===== src/rtl/multicycle_ctrl.sv =====
// Multicycle RISC-V control FSM: fetch/decode/execute/memory/writeback sequencing with a
// mem_ready watchdog and retired-instruction counter. Optional trapping: MULTICYCLE_TRAP_EN.
module multicycle_ctrl #(
    parameter int MAX_WAIT = 8,
    parameter int WAIT_W   = 4,
    parameter int CNT_W    = 32
) (
    input  logic             clk,
    input  logic             rst_n,
    input  logic [6:0]       op,
    input  logic             mem_ready,
    input  logic             trap_ack,
    output logic             mem_req,
    output logic             adrsrc,
    output logic             irwrite,
    output logic             pcupdate,
    output logic             memwrite,
    output logic             regwrite,
    output logic             branch,
    output logic [1:0]       alusrca,
    output logic [1:0]       alusrcb,
    output logic [1:0]       aluop,
    output logic [1:0]       resultsrc,
    output logic [2:0]       immsrc,
    output logic             bus_err,
    output logic             illegal_instr,
    output logic [CNT_W-1:0] instret,
    output logic [3:0]       dbg_state
);

    typedef enum logic [3:0] {
        S_FETCH    = 4'd0,
        S_DECODE   = 4'd1,
        S_MEMADR   = 4'd2,
        S_MEMREAD  = 4'd3,
        S_MEMWB    = 4'd4,
        S_MEMWRITE = 4'd5,
        S_EXECR    = 4'd6,
        S_EXECI    = 4'd7,
        S_ALUWB    = 4'd8,
        S_BRANCH   = 4'd9,
        S_JAL      = 4'd10,
        S_UPPER    = 4'd11,
        S_TRAP     = 4'd12,
        S_ERR      = 4'd13
    } state_t;

    localparam logic [6:0] OP_LOAD  = 7'b0000011;
    localparam logic [6:0] OP_STORE = 7'b0100011;
    localparam logic [6:0] OP_R     = 7'b0110011;
    localparam logic [6:0] OP_I     = 7'b0010011;
    localparam logic [6:0] OP_BR    = 7'b1100011;
    localparam logic [6:0] OP_JAL   = 7'b1101111;
    localparam logic [6:0] OP_LUI   = 7'b0110111;
    localparam logic [6:0] OP_AUIPC = 7'b0010111;

    state_t            r_state;
    state_t            w_next;
    logic [WAIT_W-1:0] r_wait;
    logic [CNT_W-1:0]  r_instret;
    logic              w_is_mem;
    logic              w_timeout;
    logic              w_illegal;
    logic              w_retire;

    logic       w_mem_req, w_adrsrc, w_irwrite, w_pcupdate, w_memwrite;
    logic       w_regwrite, w_branch, w_bus_err, w_illegal_instr;
    logic [1:0] w_alusrca, w_alusrcb, w_aluop, w_resultsrc;
    logic [2:0] w_immsrc;

    assign w_is_mem  = (r_state == S_FETCH) || (r_state == S_MEMREAD) || (r_state == S_MEMWRITE);
    // Counter holds the number of not-ready cycles already spent; this cycle is the MAX_WAIT-th.
    assign w_timeout = w_is_mem && !mem_ready && (r_wait == WAIT_W'(MAX_WAIT - 1));

    always_comb begin
        w_next    = r_state;
        w_illegal = 1'b0;
        case (r_state)
            S_FETCH:    if (mem_ready) w_next = S_DECODE;
            S_DECODE: begin
                case (op)
                    OP_LOAD, OP_STORE: w_next = S_MEMADR;
                    OP_R:              w_next = S_EXECR;
                    OP_I:              w_next = S_EXECI;
                    OP_BR:             w_next = S_BRANCH;
                    OP_JAL:            w_next = S_JAL;
                    OP_LUI, OP_AUIPC:  w_next = S_UPPER;
                    default: begin
                        w_illegal = 1'b1;
`ifdef MULTICYCLE_TRAP_EN
                        w_next    = S_TRAP;
`else
                        w_next    = S_FETCH;
`endif
                    end
                endcase
            end
            S_MEMADR:   w_next = (op == OP_LOAD) ? S_MEMREAD : S_MEMWRITE;
            S_MEMREAD:  if (mem_ready) w_next = S_MEMWB;
            S_MEMWB:    w_next = S_FETCH;
            S_MEMWRITE: if (mem_ready) w_next = S_FETCH;
            S_EXECR:    w_next = S_ALUWB;
            S_EXECI:    w_next = S_ALUWB;
            S_ALUWB:    w_next = S_FETCH;
            S_BRANCH:   w_next = S_FETCH;
            S_JAL:      w_next = S_ALUWB;
            S_UPPER:    w_next = S_FETCH;
`ifdef MULTICYCLE_TRAP_EN
            S_TRAP:     if (trap_ack) w_next = S_FETCH;
`endif
            S_ERR:      w_next = S_ERR;
            default:    w_next = S_FETCH;
        endcase
        if (w_timeout) w_next = S_ERR;
    end

    // A trap return to FETCH is deliberately excluded from the retire set.
    assign w_retire = (w_next == S_FETCH) &&
                      ((r_state == S_MEMWB) || (r_state == S_MEMWRITE) || (r_state == S_ALUWB) ||
                       (r_state == S_BRANCH) || (r_state == S_UPPER) ||
                       ((r_state == S_DECODE) && w_illegal));

    always_ff @(posedge clk or negedge rst_n) begin
        if (!rst_n) begin
            r_state   <= S_FETCH;
            r_wait    <= '0;
            r_instret <= '0;
        end else begin
            r_state <= w_next;
            if (w_is_mem && !mem_ready) r_wait <= r_wait + WAIT_W'(1);
            else                        r_wait <= '0;
            if (w_retire) r_instret <= r_instret + CNT_W'(1);
        end
    end

    always_comb begin
        w_mem_req       = 1'b0;
        w_adrsrc        = 1'b0;
        w_irwrite       = 1'b0;
        w_pcupdate      = 1'b0;
        w_memwrite      = 1'b0;
        w_regwrite      = 1'b0;
        w_branch        = 1'b0;
        w_alusrca       = 2'b00;
        w_alusrcb       = 2'b00;
        w_aluop         = 2'b00;
        w_resultsrc     = 2'b00;
        w_bus_err       = 1'b0;
        w_illegal_instr = 1'b0;
        case (r_state)
            S_FETCH: begin
                w_mem_req   = 1'b1;
                w_alusrcb   = 2'b10;
                w_resultsrc = 2'b10;
                w_irwrite   = mem_ready;
                w_pcupdate  = mem_ready;
            end
            S_DECODE: begin
                w_alusrca = 2'b01;
                w_alusrcb = 2'b01;
            end
            S_MEMADR: begin
                w_alusrca = 2'b10;
                w_alusrcb = 2'b01;
            end
            S_MEMREAD: begin
                w_mem_req = 1'b1;
                w_adrsrc  = 1'b1;
            end
            S_MEMWB: begin
                w_resultsrc = 2'b01;
                w_regwrite  = 1'b1;
            end
            S_MEMWRITE: begin
                w_mem_req  = 1'b1;
                w_adrsrc   = 1'b1;
                w_memwrite = 1'b1;
            end
            S_EXECR: begin
                w_alusrca = 2'b10;
                w_aluop   = 2'b10;
            end
            S_EXECI: begin
                w_alusrca = 2'b10;
                w_alusrcb = 2'b01;
                w_aluop   = 2'b10;
            end
            S_ALUWB:  w_regwrite = 1'b1;
            S_BRANCH: begin
                w_alusrca = 2'b10;
                w_aluop   = 2'b01;
                w_branch  = 1'b1;
            end
            S_JAL: begin
                w_alusrca  = 2'b01;
                w_alusrcb  = 2'b10;
                w_pcupdate = 1'b1;
            end
            S_UPPER: begin
                w_regwrite  = 1'b1;
                w_resultsrc = (op == OP_LUI) ? 2'b11 : 2'b00;
            end
`ifdef MULTICYCLE_TRAP_EN
            S_TRAP:   w_illegal_instr = 1'b1;
`endif
            S_ERR:    w_bus_err = 1'b1;
            default:  ;
        endcase
    end

    always_comb begin
        case (op)
            OP_STORE:         w_immsrc = 3'b001;
            OP_BR:            w_immsrc = 3'b010;
            OP_JAL:           w_immsrc = 3'b011;
            OP_LUI, OP_AUIPC: w_immsrc = 3'b100;
            default:          w_immsrc = 3'b000;
        endcase
    end

`ifndef MULTICYCLE_TRAP_EN
    logic w_unused_trap_ack;
    assign w_unused_trap_ack = trap_ack;
`endif

    // Reset is asynchronous, so every output is gated directly by rst_n rather than by state.
    always_comb begin
        mem_req       = 1'b0;
        adrsrc        = 1'b0;
        irwrite       = 1'b0;
        pcupdate      = 1'b0;
        memwrite      = 1'b0;
        regwrite      = 1'b0;
        branch        = 1'b0;
        alusrca       = 2'b00;
        alusrcb       = 2'b00;
        aluop         = 2'b00;
        resultsrc     = 2'b00;
        immsrc        = 3'b000;
        bus_err       = 1'b0;
        illegal_instr = 1'b0;
        instret       = '0;
        dbg_state     = 4'd0;
        if (rst_n) begin
            mem_req       = w_mem_req;
            adrsrc        = w_adrsrc;
            irwrite       = w_irwrite;
            pcupdate      = w_pcupdate;
            memwrite      = w_memwrite;
            regwrite      = w_regwrite;
            branch        = w_branch;
            alusrca       = w_alusrca;
            alusrcb       = w_alusrcb;
            aluop         = w_aluop;
            resultsrc     = w_resultsrc;
            immsrc        = w_immsrc;
            bus_err       = w_bus_err;
            illegal_instr = w_illegal_instr;
            instret       = r_instret;
            dbg_state     = r_state;
        end
    end

endmodule


===== config.mk =====
export PLATFORM = sky130hd
export DESIGN_NAME = multicycle_ctrl
export DESIGN_NICKNAME = d
export VERILOG_FILES = /design/src/rtl/multicycle_ctrl.sv
export SDC_FILE = /design/constraint.sdc
export NUM_CORES = 1
export LEC_CHECK = 0
export BUFFER_PORTS_ARGS = -buffer_cell sky130_fd_sc_hd__buf_2
export CAP_MARGIN = 20
export CELL_PAD_IN_SITES_DETAIL_PLACEMENT = 0
export CELL_PAD_IN_SITES_GLOBAL_PLACEMENT = 2
export CORE_MARGIN = 8
export CORE_UTILIZATION = 28
export DETAILED_ROUTE_END_ITERATION = 16
export PLACE_DENSITY = 0.73
export SYNTH_ARGS = -nofsm -noshare
export SYNTH_HDL_FRONTEND = slang
export SYNTH_SLANG_ARGS = --single-unit

===== constraint.sdc =====
create_clock -name clk -period 2 [get_ports clk]
set_input_delay 0.3 -clock clk [delete_from_list [all_inputs] [get_ports clk]]
set_output_delay 0.3 -clock clk [all_outputs]
set_load 0.005 [all_outputs]

Yosys cells after proc, flatten, opt, wreduce, memory -nomap -nowiden
Index checks and enable logic that the tools add are counted.
{"block": "word_totals", "ff_bits": 40, "in_bits": 11, "out_inout_bits": 56, "elab_cells": 91}
{"block": "classes", "addsub": 2, "eq_ne": 21, "mux": 39, "reduce_logical": 26}
{"operator": "32-bit by 1-bit adder with 32-bit output, second input constant", "count": 1}
{"operator": "32-bit two-way mux", "count": 1}
{"operator": "4-bit one-hot mux with 7 select lines", "count": 1}
{"operator": "4-bit two-way mux", "count": 6}
{"operator": "4-bit one-hot mux with 6 select lines", "count": 1}
{"operator": "7-bit by 6-bit == test with 1-bit output, second input constant", "count": 3}
{"operator": "4-bit by 3-bit == test with 1-bit output, second input constant", "count": 5}
{"operator": "4-bit == test, second input constant", "count": 5}
{"operator": "1-bit two-way mux", "count": 17}
{"operator": "7-bit by 5-bit == test with 1-bit output, second input constant", "count": 2}
{"operator": "7-bit == test, second input constant", "count": 2}
{"operator": "2-bit one-hot mux with 2 select lines", "count": 3}
{"operator": "3-bit one-hot mux with 4 select lines", "count": 1}
{"operator": "2-bit OR reduction", "count": 6}
{"operator": "3-bit OR reduction", "count": 4}
{"operator": "2-bit two-way mux", "count": 5}
{"operator": "4-bit by 2-bit == test with 1-bit output, second input constant", "count": 2}
{"operator": "4-bit zero test", "count": 2}
{"operator": "8-bit OR reduction", "count": 1}
{"operator": "7-bit by 2-bit == test with 1-bit output, second input constant", "count": 1}
{"operator": "1-bit logical OR", "count": 7}
{"operator": "3-bit two-way mux", "count": 2}
{"operator": "2-bit one-hot mux with 3 select lines", "count": 1}
{"operator": "4-bit by 1-bit adder with 4-bit output, second input constant", "count": 1}
{"operator": "other kinds (5)", "count": 8}

Logic depth before layout (Yosys ltp)
Gate-level depths: netlist of run 1.
{"block": "depth", "depth_word": 8, "ltp_mapped": 8, "depth_no_buf": 6}

Least setup slack after synthesis of run 1
Ideal clock, no wire load.
{"block": "synth_timing", "kind": "input-to-reg", "from": "in op[4]", "to": "reg r_instret[1]", "t_arrival_ps": 2043, "required_time_ps": 1872, "path_slack_ps": -170, "cell_stages": 6, "cell_sequence": "nand2b_1 > a2111oi_0 > o311ai_4 > nand3_4 > buf_2 > mux2_1"}
{"block": "synth_via", "elab_chain_cells": 7, "word_cells_on_any_way": 21, "classes_between": "eq/ne (8); mux (6); reduce/logical (7)"}
{"item": "from (decl)", "line_no": "10", "text": "input logic [6:0] op,"}
{"item": "7-bit by 6-bit == test with 1-bit output (tied with other cells)", "line_no": "81", "text": "case (op)"}
{"item": "2-bit OR reduction (tied with other cells)"}
{"item": "4-bit one-hot mux with 6 select lines or 1-bit two-way mux (tied branches)", "line_no": "81"}
{"item": "4-bit one-hot mux with 7 select lines or 1-bit two-way mux (tied branches)", "line_no": "78", "text": "case (r_state)"}
{"item": "4-bit two-way mux or 1-bit logical AND (tied branches)", "line_no": "114, 121"}
{"item": "4-bit zero test or 1-bit logical OR (tied branches)", "line_no": "118, 120"}
{"item": "1-bit logical AND *", "line_no": "118", "text": "assign w_retire = (w_next == S_FETCH) &&"}
{"item": "to (signal assigned)", "line_no": "132", "text": "if (w_retire) r_instret <= r_instret + CNT_W'(1);"}
{"item": "to (decl)", "line_no": "60", "text": "logic [CNT_W-1:0] r_instret;"}
Every way passes the cells marked *; elsewhere a longest branch is shown, timed or not.
A chain may end at the register's enable or synchronous reset.

Worst setup path after layout of run 1
{"block": "layout_timing", "from": "reg r_state[1]", "to": "reg r_instret[31]"}
{"block": "layout_via", "elab_chain_cells": 8, "word_cells_on_any_way": 32, "classes_between": "eq/ne (12); mux (6); reduce/logical (14)"}
{"item": "from (decl)", "line_no": "57", "text": "state_t r_state;"}
{"item": "from (signal assigned)", "line_no": "129", "text": "r_state <= w_next;"}
{"item": "branches (longest 7 deep; another with 4-bit one-hot mux with 7 select lines)"}
{"item": "1-bit logical AND *", "line_no": "118"}
Every way passes the cells marked *.

==> results of run 1 <==
## synthesized netlist by cell type (all sizes together) (2+ instances only)
| cell | count | area share, % |
|---|---|---|
| clkbuf | 12 | 1.7 |
| o32a | 2 | 0.73 |
| nand4 | 7 | 1.6 |
| nor4 | 12 | 3.7 |
| or2 | 4 | 0.92 |
| a21oi | 7 | 1.3 |
| o21ai | 5 | 0.92 |
| xnor2 | 14 | 4.5 |
| buf | 4 | 1.1 |
| o22ai | 2 | 0.69 |
| nand2b | 6 | 1.4 |
| inv | 12 | 1.7 |
| dfrtp | 40 | 37 |
| nand2 | 26 | 3.6 |
| nand3 | 13 | 2.8 |
| nor3 | 19 | 3.5 |
| o21a | 2 | 0.55 |
| ha | 2 | 0.92 |
| and2 | 37 | 8.5 |
| nor2 | 28 | 3.9 |
| xor2 | 21 | 6.8 |
| nor2b | 5 | 1.1 |
| and3 | 8 | 1.8 |
| a21boi | 2 | 0.55 |
| nor4b | 4 | 2.0 |
## registers in the layout, summed over array words and instances (netlist names)
signal     count
r_instret     32
r_state        4
r_wait         4
## cell type report
| cell class | count | area share [%] |
|---|---|---|
| Tap cell | 133 | 4.28 |
| Multi-Input combinational cell | 246 | 47.2 |
| Timing Repair Buffer | 113 | 18.8 |
| Sequential cell | 40 | 25.7 |
| Clock buffer | 6 | 1.86 |
| Inverter | 12 | 1.16 |
| Clock inverter | 2 | 0.900 |
## cell families (layout without fill, tap and decap cells)
family | count (synthesis) | count (layout) | synth area share (%)
compound gates | 31 | 31 | 8.91
mux | 2 | 2 | 0.781
fa+ha+maj | 2 | 2 | 0.919
other cells | 1 | 1 | 0.138
flops | 40 | 40 | 36.7
simple gates | 175 | 175 | 36.9
xor+xnor | 35 | 35 | 11.3
buf+inv | 28 | 133 | 4.36
## final timing paths
path	to	slack [ns]
setup / recovery	r_instret[31]	-0.14
hold / removal	r_instret[18]	0.24
setup reg to reg	r_instret[31]	-0.14
hold reg to reg	r_wait[0]	0.46
max in group asynchronous	r_state[0]	1.37
min in group clk	r_state[0]	0.40
## power by group
| part | leakage (nW) | total (mW) | switching [mW] | internal [mW] |
|---|---|---|---|---|
| registers | 0.487 | 0.999 | 0.0997 | 0.900 |
| logic | 1.33 | 0.626 | 0.315 | 0.310 |
| clock network | 0.0552 | 0.654 | 0.284 | 0.371 |
## layer usage
metal  track usage [%]  share of wire, %  vias up
met3              2.95               5.3        5
met4              2.66              0.76        0
met2              21.2                48       49
li1                  -                 -     1290
met1              14.7                46     1168
met5                 0                 0        -
## critical path, delay by kind of cell, from the launching register on
family	cells	cell delay (ns)
buffers and inverters	1	0.19
AOI/OAI and AO/OA	1	0.32
and+or+nand+nor	3	0.99
DFF	1	0.38
xor gates and xnor gates	1	0.18
## per-stage QoR
stage | cell area (sq um) | worst slack (ns)
2_1_floorplan | 2850 | -0.0528
3_3_place_gp | 3600 | -0.195
3_5_place_dp | 3600 | -0.201
4_1_cts | 3800 | -0.141
5_1_grt | 3890 | -0.244
6_report | 3890 | -0.143
## what timing repair did
action,4_1_cts,5_1_grt
pin swaps,1,1
endpoints found under the setup margin,32,36
setup buffers,0,5
resized for setup,13,12
==> flow_metrics.env, run 1 <==
export IMPL_slew_violations=0
export IMPL_wl_per_cell_microns=14.0
export IMPL_slowest_delay_ns=0.56
export IMPL_seq_area_frac_synth_pct=36.7
export IMPL_cts_buffers=5
export IMPL_antenna_found_initial=0
export IMPL_drive_above_1_share_pct=36.8
export IMPL_place_inst=539
export IMPL_dieArea_sq_um=13100
export IMPL_required_ns=2.21
export IMPL_nFillCells=983
export IMPL_final_common_cell="buf_2"
export IMPL_row_count=36
export IMPL_fin_crit_sh_pct=107
export IMPL_antennaDiodeCount=0
export IMPL_violations="setup timing"
export IMPL_finalHoldViolCount=0
export IMPL_synth_area_sq_um=2720
export IMPL_synth_seq_cells=40
export IMPL_h_tree_depth=2
export IMPL_cts_buffer_depth=2
export IMPL_tritoncts="built"
export IMPL_port_buffers=64
export IMPL_ff2ff_path_depth=6
export IMPL_final_cell_mix="64 x buf_2, 44 x buf_4, 40 x dfrtp_1"
export IMPL_die_y_microns=115
export IMPL_p_per_area_nw_per_um2=586
export IMPL_grt_pass1_wl_microns=13000
export IMPL_rsz0062_at_grt="true"
export IMPL_multi_input_area_sq_um=1840
export IMPL_grt_total_usage_pct=12.2
export IMPL_synth_enable_flop_cells=0
export IMPL_ios=67
export IMPL_cp_cell_sequence="or4b_4, o311ai_4, nand3_4, buf_12, nor4b_4, xor2_1"
export IMPL_ant_nets=0
export IMPL_drt_pass1_iterations=4
export IMPL_clkTransAtPathRegs_ns=0.08
export IMPL_critPathCaptureType="flop"
export IMPL_status="finished with violations"
export IMPL_first_global_vias=2630
export IMPL_totalPowerFinal_mw=2.28
export IMPL_synth_cells=314
export IMPL_regToRegStartpoint="r_state[1]"
export IMPL_p_leak_nw=1.87
export IMPL_critPathMaxFanout=9
export IMPL_finalCriticalPeriod_ns=2.14
export IMPL_core_area_sq_um=9590
export IMPL_path_class="reg2reg"
export IMPL_synth_cell_type_count=52
export IMPL_start_kind="flop"
export IMPL_route_vias_total=2512
export IMPL_holdWs_ns=0.242
export IMPL_hp_class="in2async"
export IMPL_dp_hpwl_microns=5830
export IMPL_syn_to_final_growth_pct=42.9
export IMPL_cts_hold_buf=0
export IMPL_routed_wirelength_microns=7740
export IMPL_grt_max_degree=33
export IMPL_peakVddDrop_mv=0.373
export IMPL_cp_slowest_cell="or4b_4"
export IMPL_initial_utilization_pct=28.4
export IMPL_place_congestion=0.801
export IMPL_crit_start="r_state[1]"
export IMPL_numClockSinks=40
export IMPL_avgViaCountPerCell=4.55
export IMPL_cts_root_buf="clkbuf_8"
export IMPL_final_util_pct=40.6
export IMPL_synth_fp_nets=327
export IMPL_syn_area_per_cell_sq_um=8.67
export IMPL_synth_ff_type="dfrtp_1"
export IMPL_nets=431
export IMPL_skew_ns=0.00679
export IMPL_cap_violations=0
export IMPL_timing_final_ws_setup_ns=-0.143
export IMPL_cp_arrival_ns=2.35
export IMPL_fin_cells=552
export IMPL_max_freq_mhz=467
export IMPL_setup_viol=24
export IMPL_regArea_sq_um=1000
export IMPL_ys_warn_count=0
export IMPL_worstSkewPairLatency_ns=0.29
export IMPL_final_setup_tns_ns=-1.59
export IMPL_drt_iter0_markers=57
export IMPL_drc_errors=0
export IMPL_ys_async_sr_fraction_pct=100
export IMPL_overflow=0
export IMPL_die_w_microns=115
No activity file was read; power rests on OpenSTA's default activity.
==> run 2: changes to the inputs <==
--- a/config.mk
+++ b/config.mk
@@ -10,9 +10,11 @@
 export CELL_PAD_IN_SITES_DETAIL_PLACEMENT = 0
 export CELL_PAD_IN_SITES_GLOBAL_PLACEMENT = 2
 export CORE_MARGIN = 8
-export CORE_UTILIZATION = 28
+export CORE_UTILIZATION = 29
+export CTS_BUF_LIST = sky130_fd_sc_hd__clkbuf_8
 export DETAILED_ROUTE_END_ITERATION = 16
-export PLACE_DENSITY = 0.73
+export PLACE_DENSITY = 0.76
+export SETUP_SLACK_MARGIN = 0.3
 export SYNTH_ARGS = -nofsm -noshare
 export SYNTH_HDL_FRONTEND = slang
 export SYNTH_SLANG_ARGS = --single-unit
==> flow_metrics.env, run 2 (same netlist as run 1, synthesis figures left out) <==
export IMPL_initial_utilization_pct=29.6
export IMPL_clkTransAtPathRegs_ns=0.08
export IMPL_power_frac_clock_pct=27.5
export IMPL_slowest_delay_ns=0.57
export IMPL_nFillCells=903
export IMPL_stdcell_area_sq_um=4370
export IMPL_p_per_area_nw_per_um2=561
export IMPL_multi_input_area_sq_um=2090
export IMPL_place_ws_ns=-0.201
export IMPL_final_common_cell="buf_2"
export IMPL_dp_hpwl_microns=5540
export IMPL_h_tree_depth=2
export IMPL_critPathBufInv=2
export IMPL_hp_class="in2async"
export IMPL_worstSkewPairLatency_ns=0.30
export IMPL_routed_wirelength_microns=8050
export IMPL_ant_nets=0
export IMPL_cts_buffers=5
export IMPL_die_w_microns=113
export IMPL_fin_crit_sh_pct=110
export IMPL_slew_violations=0
export IMPL_skew_ns=0.00968
export IMPL_regMostFlops="r_instret"
export IMPL_nets=446
export IMPL_maxSlewHeadroom_pct=56.9
export IMPL_cap_violations=0
export IMPL_intPower_mw=1.68
export IMPL_pwr_share_seq_pct=40.7
export IMPL_violations="setup timing"
export IMPL_max_freq_mhz=453
export IMPL_regArea_sq_um=1000
export IMPL_worst_pin_slew_ns=0.645
export IMPL_cts_buffer_depth=2
export IMPL_finalCriticalPeriod_ns=2.21
export IMPL_crit_family="simple AND/OR/NAND/NOR gates"
export IMPL_place_congestion=0.777
export IMPL_grt_pass1_wl_microns=12900
export IMPL_cp_arrival_ns=2.42
export IMPL_die_y_microns=113
export IMPL_cts_hold_buf=0
export IMPL_ios=67
export IMPL_path_class="reg2reg"
export IMPL_critPathMaxFanout=15
export IMPL_p_leak_nw=2.03
export IMPL_peakVddDrop_mv=0.325
export IMPL_wl_per_cell_microns=14.8
export IMPL_rsz0062_at_grt="true"
export IMPL_first_global_vias=2646
export IMPL_p_switching_mw=0.771
export IMPL_dieArea_sq_um=12700
export IMPL_final_cell_mix="60 x buf_2, 44 x buf_4, 40 x dfrtp_1"
export IMPL_overflow=0
export IMPL_grt_max_degree=68
export IMPL_final_util_pct=47.5
export IMPL_avgViaCountPerCell=4.78
export IMPL_timing_final_ws_setup_ns=-0.207
export IMPL_grt_total_usage_pct=12.2
export IMPL_start_kind="flop"
export IMPL_numClockSinks=40
export IMPL_required_ns=2.22
export IMPL_antenna_found_initial=0
export IMPL_top_regs="r_instret: 32 flops, r_state: 4 flops, r_wait: 4 flops"
export IMPL_comb_power_share_pct=31.9
export IMPL_antennaDiodeCount=0
export IMPL_cp_slowest_cell="or4b_4"
export IMPL_route_vias_total=2607
export IMPL_core_area_sq_um=9200
export IMPL_tritoncts="built"
export IMPL_syn_to_final_growth_pct=60.3
export IMPL_sw_frac_of_total_pct=31.5
export IMPL_critPathCaptureType="flop"
export IMPL_placed_area_sq_um=3530
export IMPL_drt_iter0_markers=122
export IMPL_drc_errors=0
export IMPL_drt_pass1_iterations=4
export IMPL_port_buffers=64
export IMPL_cts_root_buf="clkbuf_8"
export IMPL_row_count=35
export IMPL_drive_above_1_share_pct=48.6
export IMPL_status="finished with violations"
export IMPL_largest_reg_flops=32
export IMPL_finalHoldViolCount=0
export IMPL_setup_viol=28
export IMPL_cp_cell_sequence="or4b_4, o311ai_4, nand3_4, buf_12, buf_4, nor4_4, xor2_1"
run 2: final cells by class:
type                            count  share of cell area, %
Sequential cell                    40                   22.9
Clock buffer                        5                   1.58
Clock inverter                      3                  0.974
Timing Repair Buffer              128                   22.3
Inverter                           12                   1.23
Tap cell                          111                   3.18
Multi-Input combinational cell    246                   47.9
run 2: worst paths after layout:
path | slack (ns) | endpoint | startpoint | cells past startpoint
min in group clk | 0.32 | r_state[0] | op[3] | 3
max | -0.21 | r_instret[12] | r_state[1] | 7
max reg2reg | -0.21 | r_instret[12] | r_state[1] | 7
min | 0.15 | r_wait[1] | rst_n | 2
max in group asynchronous | 1.56 | r_instret[11] | rst_n | 2
min reg2reg | 0.48 | r_instret[31] | r_instret[31] | 1
run 2: power by group through the flow:
stage	Clock (mW)	Sequential (mW)	Combinational, mW
final	0.673	0.997	0.780
after global routing	0.719	1.01	0.856
after CTS	0.700	0.994	0.693
after detailed placement	0	1.01	0.577
after global placement	0	1.01	0.574
after floorplan	0	0.985	0.354
run 2: what timing repair did:
item                                    4_1_cts  5_1_grt
pin swaps                                    25       18
gates cloned                                  1        0
setup buffers                                14       11
endpoints found under the setup margin       51       56
hold endpoints to repair                      0        0
resized for setup                            69       41
run 2: metal layers:
layer	track usage (%)	share of wire (%)	wire length, microns	vias up
met5	0	0	0	-
met4	3.20	1.1	88	0
met3	3.41	4.5	364	8
met2	20.4	48	3880	52
met1	15.1	46	3720	1235
li1	-	-	-	1312
run 2: through the flow:
stage	power [mW]	TNS, ns	hold slack (ns)	instances
floorplan	1.34	-0.473	0.00441	314
global placement	1.58	-3.45	0.450	511
detailed placement	1.59	-3.14	0.454	511
CTS	2.39	-2.12	0.139	534
global route	2.59	-5.57	0.158	545
finish	2.45	-2.89	0.154	545
==> run 3: changes to the inputs <==
--- a/config.mk
+++ b/config.mk
@@ -5,15 +5,16 @@
 export SDC_FILE = /design/constraint.sdc
 export NUM_CORES = 1
 export LEC_CHECK = 0
+export ABC_AREA = 1
 export BUFFER_PORTS_ARGS = -buffer_cell sky130_fd_sc_hd__buf_2
 export CAP_MARGIN = 20
 export CELL_PAD_IN_SITES_DETAIL_PLACEMENT = 0
 export CELL_PAD_IN_SITES_GLOBAL_PLACEMENT = 2
 export CORE_MARGIN = 8
-export CORE_UTILIZATION = 29
+export CORE_UTILIZATION = 27
 export CTS_BUF_LIST = sky130_fd_sc_hd__clkbuf_8
 export DETAILED_ROUTE_END_ITERATION = 16
-export PLACE_DENSITY = 0.76
+export PLACE_DENSITY = 0.77
 export SETUP_SLACK_MARGIN = 0.3
 export SYNTH_ARGS = -nofsm -noshare
 export SYNTH_HDL_FRONTEND = slang
==> flow_metrics.env, run 3 <==
export IMPL_status="complete, no violations"
export IMPL_cts_buffers=5
export IMPL_antenna_found_initial=0
export IMPL_die_w_microns=125
export IMPL_die_y_microns=125
export IMPL_place_ws_ns=0.137
export IMPL_drt_iter0_markers=159
export IMPL_start_kind="flop"
export IMPL_overflow=0
export IMPL_synthTopCellsByArea="dfrtp_1 31%, nand2_1 24%, inv_1 8.3%"
export IMPL_critical_path_top_cell_by_count="nor2_4"
export IMPL_routed_wirelength_microns=10000
export IMPL_skew_ns=0.00757
export IMPL_seq_area_frac_synth_pct=31.0
export IMPL_final_cell_mix="203 x nand2_1, 67 x inv_1, 64 x buf_2"
export IMPL_tritoncts="built"
export IMPL_port_buffers=64
export IMPL_syn_to_final_growth_pct=27.9
export IMPL_worstSkewPairLatency_ns=0.30
export IMPL_ys_async_sr_fraction_pct=100
export IMPL_synth_cells=531
export IMPL_final_common_cell="nand2_1"
export IMPL_nFillCells=1316
export IMPL_route_vias_total=3484
export IMPL_synth_seq_cells=40
export IMPL_wl_per_cell_microns=13.2
export IMPL_cp_slowest_cell="dfrtp_2"
export IMPL_slew_violations=0
export IMPL_synth_area_sq_um=3230
export IMPL_grt_total_usage_pct=13.0
export IMPL_cp_cell_sequence="nor2_4, inv_2, nor2_4, nand4_1, a21oi_1, buf_2"
export IMPL_p_per_area_nw_per_um2=528
export IMPL_synth_enable_flop_cells=0
export IMPL_grt_pass1_wl_microns=17200
export IMPL_multi_input_area_sq_um=1970
export IMPL_largest_reg_flops=32
export IMPL_required_ns=1.70
export IMPL_fin_crit_sh_pct=90.5
export IMPL_finalHoldViolCount=0
export IMPL_setup_viol=0
export IMPL_drive_above_1_share_pct=22.4
export IMPL_ant_nets=0
export IMPL_finalCriticalPeriod_ns=1.81
export IMPL_drt_pass1_iterations=4
export IMPL_nets=624
export IMPL_cts_buffer_depth=2
export IMPL_yosysMostFrequentCell="nand2_1"
export IMPL_synth_ff_type="dfrtp_1"
export IMPL_yosys_area_top_type="dfrtp_1"
export IMPL_critPathMaxFanout=5
export IMPL_ys_warn_count=0
export IMPL_dp_hpwl_microns=7880
export IMPL_ff2ff_path_depth=12
export IMPL_max_freq_mhz=553
export IMPL_path_class="reg2out"
export IMPL_cts_root_buf="clkbuf_8"
export IMPL_numClockSinks=40
export IMPL_initial_utilization_pct=27.2
export IMPL_row_count=40
export IMPL_hp_class="in2async"
export IMPL_cap_violations=0
export IMPL_drc_errors=0
export IMPL_netlist_area_leader_share_pct=31.0
export IMPL_slowest_delay_ns=0.47
export IMPL_timing_final_ws_setup_ns=0.191
export IMPL_rsz0062_at_grt="true"
export IMPL_regArea_sq_um=1010
export IMPL_r2r_end="r_instret[21]"
export IMPL_synth_common_cells="207 x nand2_1, 71 x inv_1, 70 x nor2_1"
export IMPL_core_area_sq_um=11900
export IMPL_regMostFlops="r_instret"
export IMPL_top_regs="r_instret: 32 flops, r_state: 4 flops, r_wait: 4 flops"
export IMPL_syn_area_per_cell_sq_um=6.07
export IMPL_avgViaCountPerCell=4.59
export IMPL_place_congestion=0.826
export IMPL_critPathCaptureType="output port"
export IMPL_ios=67
export IMPL_grt_max_degree=40
export IMPL_first_global_vias=3470
export IMPL_antennaDiodeCount=0
export IMPL_dieArea_sq_um=15700
export IMPL_final_setup_tns_ns=0
export IMPL_synth_fp_nets=544
export IMPL_clkTransAtPathRegs_ns=0.08
export IMPL_cp_arrival_ns=1.51
export IMPL_h_tree_depth=2
export IMPL_synth_cell_type_count=26
export IMPL_r2r_setup_slack_ns=0.22
export IMPL_final_util_pct=34.8
export IMPL_peakVddDrop_mv=0.282
export IMPL_p_leak_nw=2.38
export IMPL_regToRegStartpoint="r_state[0]"
run 3: where the power goes:
group          internal [mW]  switching [mW]
logic                  0.261           0.397
clock network          0.276           0.308
registers              0.862          0.0733
run 3: repair_timing:
item	in CTS	in global routing
hold buffers	1	0
setup endpoints to repair	45	50
gates resized for setup	33	8
buffers inserted	7	2
endpoints found under the hold margin	3	0
pin swaps	14	5
run 3: logic make-up (layout without fill, tap and decap cells):
| logic type | after synthesis | after routing | synth area share, % |
|---|---|---|---|
| AO/OA/AOI/OAI | 16 | 16 | 2.64 |
| flip-flops | 40 | 40 | 31.0 |
| AND/OR/NAND/NOR | 357 | 357 | 47.6 |
| XOR/XNOR | 24 | 24 | 6.52 |
| buffers and inverters | 91 | 172 | 11.4 |
| other | 1 | 1 | 0.116 |
| adder cells (fa/ha/maj) | 2 | 2 | 0.776 |
run 3: worst max path at each step:
stage	from	to	slack (ns)	depth (start not counted)
after floorplan	r_state[1]	r_instret[17]	0.37	11
after detailed placement	r_state[2]	r_instret[9]	0.14	9
after global placement	r_state[2]	r_instret[1]	0.13	9
after global routing	r_state[1]	r_instret[7]	0.06	9
final	r_state[2]	resultsrc[0]	0.19	6
after CTS	r_state[3]	resultsrc[0]	0.18	7
run 3: per-stage QoR:
step           hold slack, ns  std cells  area (sq um)  power [mW]
2_1_floorplan         0.00441        531          3230        1.30
6_report               0.0709        759          4130        2.18
5_1_grt                0.0990        759          4130        2.34
3_3_place_gp            0.200        741          3820        1.54
4_1_cts                0.0845        757          4080        2.18
3_5_place_dp            0.191        741          3820        1.54
run 3: worst max-delay path: cells and delay by family (launching register included):
kind / cells / cell delay [ns]
buffers and inverters: 2 / 0.20
flip-flops: 1 / 0.47
AO/OA/AOI/OAI: 1 / 0.16
AND/OR/NAND/NOR: 3 / 0.37
run 3: layout make-up:
class,instances,share of cell area (%)
clock buffers,6,2.00
clock inverters,2,0.243
inverters,72,6.55
multi-input cells,400,47.8
flip-flops and latches,40,24.4
well taps,147,4.46
repair buffers,92,14.6
run 3: per-layer routing:
layer  up-vias  track usage, %  share of wire (%)
li1       1810               -                  -
met1      1610            16.2                 48
met2        54            22.6                 48
met3        10            2.34                3.3
met4         0            3.30                1.1
met5         -               0                  0
